## config.mk

```make
export PLATFORM = sky130hd
export DESIGN_NAME = bash_f_round_ctrl
export DESIGN_NICKNAME = d
export VERILOG_FILES = /design/src/rtl/bash_hash_params_pkg.sv /design/src/rtl/bash_f_c.sv /design/src/rtl/bash_f_round_ctrl.sv
export SDC_FILE = /design/constraint.sdc
export NUM_CORES = 1
export LEC_CHECK = 0
export ABC_AREA = 1
export CORE_AREA = 2 2 87 89
export CTS_CLUSTER_SIZE = 30
export DETAILED_ROUTE_END_ITERATION = 7
export DIE_AREA = 0 0 89 91
export GPL_ROUTABILITY_DRIVEN = 0
export PLACE_DENSITY = 0.75
export SYNTH_ARGS = -nofsm -noshare
export SYNTH_HDL_FRONTEND = slang
export SYNTH_SLANG_ARGS = --single-unit
```

## constraint.sdc

```tcl
create_clock -name clk_i -period 4.1 [get_ports clk_i]
set_clock_uncertainty 0.05 [all_clocks]
set_input_delay 0.82 -clock clk_i [delete_from_list [all_inputs] [get_ports clk_i]]
set_output_delay 0.82 -clock clk_i [all_outputs]
set_load 0.02 [all_outputs]
```

## src/rtl/bash_hash_params_pkg.sv

```systemverilog
// rtl/bash_hash_params_pkg.sv - bash-f shared parameters, round constants and controller state type
package bash_hash_params_pkg;

  // Sponge state lane width; every round constant is one lane
  localparam int SLEN = 64;

  // Rounds per bash-f permutation
  localparam int BASH_F_ROUNDS = 24;

  // Feedback polynomial of the round-constant LFSR (arithmetic word order)
  localparam logic [SLEN-1:0] BASH_F_CONST = 64'hDC2BE1997FE0D8AE;

  // First round constant C1, held in bash_f_c byte order
  localparam logic [SLEN-1:0] BASH_F_C1 = 64'hB194BAC80A08F53B;

  typedef enum logic [1:0] {
    BF_IDLE,
    BF_RUN,
    BF_DONE
  } bash_f_ctrl_state_t;

  // Converts between bash_f_c byte order and arithmetic word order (self-inverse)
  function automatic logic [SLEN-1:0] bash_byte_swap(input logic [SLEN-1:0] x);
    logic [SLEN-1:0] y;
    y = '0;
    for (int b = 0; b < SLEN / 8; b++) begin
      y[8*b +: 8] = x[SLEN - 8 - 8*b +: 8];
    end
    return y;
  endfunction

endpackage

```

## src/rtl/bash_f_c.sv

```systemverilog
// rtl/bash_f_c.sv - bash-f round constant step C_i -> C_(i+1)
module bash_f_c
  import bash_hash_params_pkg::*;
(
  input  logic [SLEN-1:0] c_i,
  output logic [SLEN-1:0] c_o
);

  logic [SLEN-1:0] word;
  logic [SLEN-1:0] word_next;

  // Galois LFSR step on the arithmetic word: shift right, fold in the polynomial when the LSB was set
  always_comb begin
    word      = bash_byte_swap(c_i);
    word_next = {1'b0, word[SLEN-1:1]} ^ (word[0] ? BASH_F_CONST : '0);
    c_o       = bash_byte_swap(word_next);
  end

endmodule

```

## src/rtl/bash_f_round_ctrl.sv

```systemverilog
// rtl/bash_f_round_ctrl.sv - bash-f round sequencer; optional abort_i via BASH_F_CTRL_ABORT_EN
module bash_f_round_ctrl
  import bash_hash_params_pkg::*;
#(
  parameter  int ROUNDS = BASH_F_ROUNDS,
  localparam int CNT_W  = $clog2(ROUNDS)
) (
  input  logic             clk_i,
  input  logic             rst_i,
  input  logic             start_i,
  output logic             ready_o,
  output logic             busy_o,
  output logic             round_vld_o,
  input  logic             round_rdy_i,
  output logic [CNT_W-1:0] round_idx_o,
  output logic [SLEN-1:0]  rc_o,
  output logic             last_o,
`ifdef BASH_F_CTRL_ABORT_EN
  input  logic             abort_i,
`endif
  output logic             done_o
);

  localparam logic [CNT_W-1:0] CNT_LAST = CNT_W'(ROUNDS - 1);

  bash_f_ctrl_state_t state_q;
  bash_f_ctrl_state_t state_d;

  logic [CNT_W-1:0] cnt_q;
  logic [SLEN-1:0]  rc_q;
  logic [SLEN-1:0]  rc_step;

  logic start_acc;
  logic round_acc;
  logic cnt_last;
  logic abort_run;

  // Constant generator lives only in the next-value path; rc_o stays a flop output
  bash_f_c u_bash_f_c (
    .c_i (rc_q),
    .c_o (rc_step)
  );

  // Handshake qualifiers shared by the FSM and the counter/constant registers
  always_comb begin
    start_acc = start_i & ((state_q == BF_IDLE) | (state_q == BF_DONE));
    cnt_last  = (cnt_q == CNT_LAST);
`ifdef BASH_F_CTRL_ABORT_EN
    abort_run = abort_i & (state_q == BF_RUN);
`else
    abort_run = 1'b0;
`endif
    // abort outranks a concurrent round accept
    round_acc = (state_q == BF_RUN) & round_rdy_i & ~abort_run;
  end

  // State register
  always_ff @(posedge clk_i or posedge rst_i) begin
    if (rst_i) begin
      state_q <= BF_IDLE;
    end else begin
      state_q <= state_d;
    end
  end

  // Next-state logic; DONE lasts one cycle unless a new start chains straight into RUN
  always_comb begin
    state_d = state_q;
    unique case (state_q)
      BF_IDLE: begin
        if (start_acc) state_d = BF_RUN;
      end
      BF_RUN: begin
        if (abort_run)                  state_d = BF_IDLE;
        else if (round_acc && cnt_last) state_d = BF_DONE;
      end
      BF_DONE: begin
        state_d = start_acc ? BF_RUN : BF_IDLE;
      end
      default: state_d = BF_IDLE;
    endcase
  end

  // Round counter and constant: rewound on start/abort/last, stepped on every other accept
  always_ff @(posedge clk_i or posedge rst_i) begin
    if (rst_i) begin
      cnt_q <= '0;
      rc_q  <= BASH_F_C1;
    end else if (start_acc || abort_run || (round_acc && cnt_last)) begin
      cnt_q <= '0;
      rc_q  <= BASH_F_C1;
    end else if (round_acc) begin
      cnt_q <= cnt_q + 1'b1;
      rc_q  <= rc_step;
    end
  end

  // Outputs decoded from state; index and constant come straight from their flops
  always_comb begin
    ready_o     = (state_q == BF_IDLE) | (state_q == BF_DONE);
    busy_o      = (state_q == BF_RUN);
    round_vld_o = (state_q == BF_RUN);
    done_o      = (state_q == BF_DONE);
    last_o      = (state_q == BF_RUN) & cnt_last;
    round_idx_o = cnt_q;
    rc_o        = rc_q;
  end

endmodule

```

==> flow_summary.toml, run 1 <==
[timing]
finalMaxSlewViolations = 0
finalSetupViolCount = 0
worst_pin_slew_ns = 0.879
fin_crit_ns = 2.76
fin_crit_sh_pct = 67.4
setup_tns_ns = 0
hold_viol = 0
clock.fmax_ghz = 0.362
hold_slack_ns = 0.467
grt_setup_unrepaired = "no"
relSlewSlack_pct = 41.4
setup_slack_ns = 1.34

[synth]
syn_inst = 339
synth_top_area_cell = "dfrtp_1"
synth_edf_count = 0
synth_compound_area_share_pct = 5.84
synth_top_family_by_area = "simple AND/OR/NAND/NOR gates"
syn-num-nets = 344
synthFlopType = "dfrtp_1"
synth-warning-count = 0
synthArstFlopShare_pct = 100
synthAdderAreaFrac_pct = 0.358
synth.cell_area_sq_um = 3490
yosys.area_share.simple_pct = 25.4
synthMuxAreaShare_pct = 0
synth.distinct_cells = 26
synth-xor-area-share_pct = 9.03
syn_avg_cell_area_sq_um = 10.3
synth-seq-area-share_pct = 51.9
synth_top_area_share_pct = 30.1
yosys_register_bits = 71
synth_area_leaders = "dfrtp_1 30%, dfstp_2 22%, nor2_4 9.4%, xnor2_1 5.8%, nor2_2 5.2%"

[cts]
h-tree-depth = 3
cts.sink_count = 71
clk_pin_slew_ns = 0.08
clock_latency_ns = 0.34
cts_setup_buffers = 0
cts_buffer_depth = 2
root_buffer = "clkbuf_8"
cts_buffers = 9
post_cts_resized = 0
cts_hold_buf = 0
cts_tree = "built"

[power_and_ir_drop]
seq_power_share_pct = 32.0
p_per_area_nw_per_um2 = 1040
net-switching-power_w = 0.00198
total_power_w = 0.00471
pwr-share-comb_pct = 52.3
swShare_pct = 42.0
vdd_drop_max_mv = 0.553
p_leak_nw = 1.87
intPower_w = 0.00273
clockPowerShare_pct = 15.7

[drt]
drc_errors = 0
wirelength_um = 6840
drtIter0Drc = 117
antenna_left = 0
first_pass_iters = 4
vias = 2387
wl_per_cell_um = 13.3
via_per_inst = 4.63

[floorplanning]
rows = 31
die_x_um = 89
die-area_sq_um = 8100
initial_core_util_pct = 48.9
num_io_pins = 78
die_y_um = 91
core-area_sq_um = 7140

[finish]
syn2layout_area_growth_pct = 29.3
nets = 416
antenna_cells = 0
multi_input_area_sq_um = 1420
fillers = 608
design_area_sq_um = 4520
layout_commonest_cell = "clkdlybuf4s50_1"
register_area_sq_um = 1810
mostFrequentLayoutCells = "77 x clkdlybuf4s50_1, 47 x nand2_1, 42 x dfrtp_1"
drive_above_1_share_pct = 27.4

[grt]
grt_pass1_vias = 2374
grt.overflow.total = 0
track_usage_pct = 18.0
grt_max_degree = 72
antenna_found_initial = 0
grt_pass1_wl_um = 11400

[critical_path]
rr_worst_depth = 7
cp.arrival_ns = 1.89
crit_required_ns = 3.23
path_class = "reg -> out"
critPathMaxFanout = 5
cp-end-kind = "primary output"
startpoint_type = "register"

[status]
status = "complete, no violations"

[placed_design]
io_buffers = 77
placed_cell_area_sq_um = 4250
place_ws_ns = 1.33
dp_hpwl_um = 4280

[hold_path]
holdPathStages = 2
hold_path.class = "reg -> reg"

[run]
maxCapViolCount = 0
==> registers in the layout, indices dropped and copies added (netlist names) <==
signal and cells:
round_idx_o 5, state_q 2, rc_o 64
==> final timing paths <==
| check | slack [ns] | startpoint | to |
|---|---|---|---|
| min in group asynchronous | 1.00 | rst_i | rc_o[53] |
| setup / recovery | 1.34 | round_idx_o[0] | last_o |
| hold reg to reg | 0.47 | rc_o[13] | rc_o[12] |
| setup reg to reg | 1.97 | round_idx_o[0] | rc_o[6] |
| max in group asynchronous | 2.41 | rst_i | round_idx_o[3] |
| hold / removal | 0.47 | rc_o[13] | rc_o[12] |
==> layout make-up <==
type | instances | share of cell area [%]
Multi-Input combinational cell | 226 | 31.4
Clock buffer | 9 | 2.74
Tap cell | 99 | 2.74
Clock inverter | 7 | 3.21
Timing Repair Buffer | 80 | 17.8
Inverter | 23 | 1.91
Sequential cell | 71 | 40.1
==> Yosys cell counts (4+ instances only) <==
cell type  instances
buf_4              4
o21ai_0           29
xnor2_1           23
nor2_2            29
buf_2              4
nor2_1            37
clkbuf_1           4
xor2_1            13
dfstp_2           29
inv_1             21
nor2_4            29
nand2_1           47
o21ai_1           10
dfrtp_1           42
==> worst max-delay path, stage by stage, from the launching register on <==
cell,delay [ns]
dfrtp_1,0.41
ha_1,0.20
nand2_1,0.08
clkinv_1,0.06
nand2_2,0.08
nor2_1,0.11
clkdlybuf4s50_1,0.61
==> metal layers <==
layer	share of wire, %	GRT usage (%)
met1	48	25.5
met2	45	26.3
met3	5.6	4.82
met4	1.6	6.97
met5	0	0
==> metrics by stage <==
stage | instances | utilization (%)
2_1_floorplan | 339 | -
3_3_place_gp | 499 | 59.5
3_5_place_dp | 499 | 59.5
4_1_cts | 515 | 63.3
5_1_grt | 515 | 63.3
6_report | 515 | 63.3
==> cells by family after synthesis <==
family	Yosys count
and+or+nand+nor	149
DFF	71
buffers and inverters	42
AOI/OAI and AO/OA	40
xor gates and xnor gates	36
adders and majority gates	1
==> power by group through the flow <==
stage	Clock (W)	Sequential, W	Combinational [W]
final	0.000738	0.00151	0.00246
after global placement	0	0.00151	0.00243
after detailed placement	0	0.00152	0.00249
after global routing	0.000786	0.00156	0.00268
after floorplan	0	0.00186	0.00132
after CTS	0.000752	0.00151	0.00250
No activity file was read; power rests on OpenSTA's default activity.
==> inputs of run 2 (changes only) <==
Clock period 4.1 ns to 2.56 ns, I/O delays scaled along.
==> flow_summary.toml, run 2 (same netlist as run 1, synthesis figures left out) <==
[finish]
syn2layout_area_growth_pct = 27.8
register_area_sq_um = 1810
nets = 418
drive_above_1_share_pct = 27.8
multi_input_area_sq_um = 1420
fillers = 605
layout_commonest_cell = "clkdlybuf4s50_1"
antenna_cells = 0
largest_reg_flops = 64
mostFrequentLayoutCells = "76 x clkdlybuf4s50_1, 47 x nand2_1, 42 x dfrtp_1"

[grt]
grt_pass1_wl_um = 11600
grt_max_degree = 72
grt_pass1_vias = 2358
track_usage_pct = 18.2
grt.overflow.total = 0
antenna_found_initial = 0

[hold_path]
hold_end = "rc_o[60]"
holdCritStartpoint = "rc_o[61]"
hold_path.class = "reg -> reg"
holdPathStages = 2

[cts]
clk_pin_slew_ns = 0.09
root_buffer = "clkbuf_8"
h-tree-depth = 3
cts_buffer_depth = 2
cts_tree = "built"
cts_buffers = 9
clock_latency_ns = 0.35
cts_setup_buffers = 0
cts.sink_count = 71

[power_and_ir_drop]
seq_power_share_pct = 33.2
vdd_drop_max_mv = 0.841
intPower_w = 0.00410
clockPowerShare_pct = 12.4
swShare_pct = 43.5
pwr-share-comb_pct = 54.5
p_per_area_nw_per_um2 = 1630
net-switching-power_w = 0.00315
p_leak_nw = 1.87

[critical_path]
rr_worst_depth = 7
crit_slowest_cell = "clkdlybuf4s50_1"
crit_chain = "inv_1 > nand2_1 > inv_1 > clkdlybuf4s50_1"
crit_top_cell = "inv_1"
cp.arrival_ns = 1.59
r2r-end = "rc_o[24]"
crit_buf_inv = 3
reg2reg_slack_ns = 0.64
cp-end-kind = "primary output"
crit_required_ns = 2.00
startpoint_type = "register"
critPathMaxFanout = 3
crit_family = "buffers and inverters"
path_class = "reg -> out"
r2r-start = "round_idx_o[0]"
slowest_delay_ns = 0.60

[timing]
grt_setup_unrepaired = "no"
clock.fmax_ghz = 0.466
setup_slack_ns = 0.413
setup_tns_ns = 0
worst_pin_slew_ns = 0.725
fin_crit_ns = 2.15
relSlewSlack_pct = 51.6
hold_viol = 0
finalMaxSlewViolations = 0
fin_crit_sh_pct = 83.9
finalSetupViolCount = 0

[placed_design]
dp_hpwl_um = 4310
place_ws_ns = 0.319
io_buffers = 77

[drt]
wirelength_um = 6860
wl_per_cell_um = 13.3
first_pass_iters = 4
antenna_left = 0
drtIter0Drc = 129
vias = 2425
drc_errors = 0
via_per_inst = 4.69

[floorplanning]
core-area_sq_um = 7140
die-area_sq_um = 8100
rows = 31
die_y_um = 91
num_io_pins = 78
initial_core_util_pct = 48.9
die_x_um = 89

[run]
maxCapViolCount = 0

[status]
status = "complete, no violations"
## run 2: changes by cell type in the layout (fill, tap and decap cells not counted), sizes merged
cell / change
clkdlybuf4s50: -1
clkinv: +1
clkbuf: +1
clkinvlp: +1
buf: +2
bufinv: -3
dlymetal6s2s: +1
## run 2: area by class of cell
| class | count | area share (%) |
|---|---|---|
| clock inverters | 6 | 1.35 |
| well taps | 99 | 2.78 |
| inverters | 23 | 1.93 |
| flip-flops and latches | 71 | 40.6 |
| clock buffers | 10 | 3.08 |
| repair buffers | 82 | 18.4 |
| multi-input cells | 226 | 31.8 |
## run 2: worst max-delay path by stage
stage,from,to,cells after the start
floorplan,rst_i,rc_o[11],1
global placement,start_i,rc_o[42],6
detailed placement,start_i,rc_o[23],6
CTS,round_idx_o[0],last_o,6
global route,round_idx_o[0],last_o,6
finish,state_q[1],busy_o,4
## run 2: metal layers
metal  GRT usage (%)  part of all wire (%)  vias up
li1                -                     -     1185
met4            7.34                   1.5        0
met5               0                     0        -
met3            4.64                   6.0        9
met2            25.2                    45       67
met1            27.2                    48     1164
## run 2: worst reg2reg max path, delay by kind of cell, from the launching register on
kind | cells | cell delay, ns
and+or+nand+nor | 3 | 0.26
AOI/OAI and AO/OA | 1 | 0.19
DFF | 1 | 0.42
adders and majority gates | 1 | 0.21
buffers and inverters | 2 | 0.64
## run 2: power groups by stage
stage / logic (W) / registers [W] / clock network (W)
final: 0.00395 / 0.00241 / 0.000898
after floorplan: 0.00211 / 0.00298 / 0
after global placement: 0.00390 / 0.00242 / 0
after global routing: 0.00431 / 0.00249 / 0.000969
after detailed placement: 0.00399 / 0.00242 / 0
after CTS: 0.00400 / 0.00242 / 0.000925
## run 2: stage by stage
| stage | instances | area (sq um) | power [W] | hold slack (ns) | utilization, % |
|---|---|---|---|---|---|
| 6_report | 517 | 4460 | 0.00726 | 0.457 | 62.5 |
| 4_1_cts | 517 | 4460 | 0.00735 | 0.463 | 62.5 |
| 3_5_place_dp | 501 | 4260 | 0.00641 | 0.456 | 59.7 |
| 2_1_floorplan | 339 | 3490 | 0.00509 | 0.493 | - |
| 3_3_place_gp | 501 | 4260 | 0.00632 | 0.450 | 59.7 |
| 5_1_grt | 517 | 4460 | 0.00777 | 0.482 | 62.5 |
## run 2: timing repair
item                                    4_1_cts  5_1_grt
endpoints found under the setup margin        0        1
hold buffers                                  0        0
gates resized for setup                       0        1
==> inputs of run 3 (changes only) <==
Clock period 2.56 ns to 2.05 ns, I/O delays scaled along.
==> flow_summary.toml, run 3 (same netlist as run 1, synthesis figures left out) <==
[drt]
vias = 2437
first_pass_iters = 4
antenna_left = 0
drc_errors = 0
via_per_inst = 4.68
wl_per_cell_um = 12.9
drtIter0Drc = 107
wirelength_um = 6710

[power_and_ir_drop]
total_power_w = 0.00910
vdd_drop_max_mv = 0.854
p_per_area_nw_per_um2 = 2020
p_leak_nw = 1.87

[timing]
worst_pin_slew_ns = 0.658
setup_tns_ns = 0
grt_setup_unrepaired = "no"
finalMaxSlewViolations = 0
fin_crit_ns = 1.98
fin_crit_sh_pct = 96.7
relSlewSlack_pct = 56.1
clock.fmax_ghz = 0.504
finalSetupViolCount = 0
hold_viol = 0

[critical_path]
slowest_delay_ns = 0.61
crit_slowest_cell = "clkdlybuf4s50_1"
startpoint_type = "register"
crit_family = "buffers and inverters"
cp.arrival_ns = 1.52
path_class = "reg -> out"
crit_chain = "clkdlybuf4s50_1"
cp-end-kind = "primary output"
crit_required_ns = 1.59
crit_buf_inv = 1
critPathMaxFanout = 3

[cts]
cts.sink_count = 71
cts_hold_buf = 0
cts_buffer_depth = 2
cts_tree = "built"
h-tree-depth = 3
clk_pin_slew_ns = 0.08
clock_latency_ns = 0.33
root_buffer = "clkbuf_8"
cts_buffers = 9

[finish]
fillers = 610
syn2layout_area_growth_pct = 28.7
drive_above_1_share_pct = 28.2
design_area_sq_um = 4500
nets = 422
largest_reg_flops = 64
layout_commonest_cell = "clkdlybuf4s50_1"
mostFrequentLayoutCells = "74 x clkdlybuf4s50_1, 47 x nand2_1, 42 x dfrtp_1"
antenna_cells = 0
final_util_pct = 63.0

[floorplanning]
die_y_um = 91
rows = 31
die-area_sq_um = 8100
core-area_sq_um = 7140
num_io_pins = 78
die_x_um = 89
initial_core_util_pct = 48.9

[status]
status = "complete, no violations"

[grt]
track_usage_pct = 18.1
grt_max_degree = 72
grt.overflow.total = 0
grt_pass1_wl_um = 11600
grt_pass1_vias = 2449
antenna_found_initial = 0

[placed_design]
placed_cell_area_sq_um = 4310
io_buffers = 77
dp_hpwl_um = 4350

[run]
maxCapViolCount = 0

[hold_path]
hold_path.class = "reg -> reg"
==> run 3: per-layer routing <==
| metal | track usage, % | wire length (um) | up-vias |
|---|---|---|---|
| met4 | 6.47 | 101 | 0 |
| met2 | 27.5 | 3030 | 67 |
| met3 | 4.45 | 366 | 11 |
| met5 | 0 | 0 | - |
| met1 | 25.2 | 3210 | 1169 |
| li1 | - | - | 1190 |
==> run 3: stage by stage <==
| step | worst slack (ns) | hold slack (ns) | cells |
|---|---|---|---|
| finish | 0.0669 | 0.463 | 521 |
| global route | 0.0145 | 0.472 | 521 |
| CTS | 0.0101 | 0.468 | 521 |
| detailed placement | 0.125 | 0.454 | 505 |
| global placement | 0.156 | 0.444 | 505 |
| floorplan | 0.379 | 0.493 | 339 |
==> run 3: repair_timing <==
action                                 4_1_cts  5_1_grt
setup endpoints to repair                    2        2
buffers inserted                             0        0
resized for setup                            3        2
endpoints found under the hold margin        0        0
gates cloned                                 0        0
==> run 3: worst paths after layout <==
kind | startpoint | endpoint | slack (ns) | cells past startpoint
hold reg to reg | rc_o[44] | rc_o[43] | 0.46 | 2
max in group asynchronous | rst_i | rc_o[15] | 1.14 | 3
setup reg to reg | rc_o[56] | rc_o[35] | 0.46 | 4
setup / recovery | rc_o[13] | rc_o[13] | 0.07 | 1
hold / removal | rc_o[44] | rc_o[43] | 0.46 | 2
min in group asynchronous | rst_i | rc_o[42] | 0.47 | 3
==> run 3: final cells by class <==
cell class	count	area, sq um	share of cell area [%]
Timing Repair Buffer	86	860	19.1
Multi-Input combinational cell	226	1420	31.6
Clock buffer	12	145	3.23
Inverter	23	90.1	2.00
Clock inverter	4	45.0	1.00
Tap cell	99	124	2.76
Sequential cell	71	1810	40.3
==> run 3: report_power, final <==
group | total, W | internal, W | leakage (nW) | switching [W]
Sequential | 0.00297 | 0.00230 | 0.823 | 0.000672
Clock | 0.00109 | 0.000591 | 0.100 | 0.000497
Combinational | 0.00504 | 0.00229 | 0.951 | 0.00275
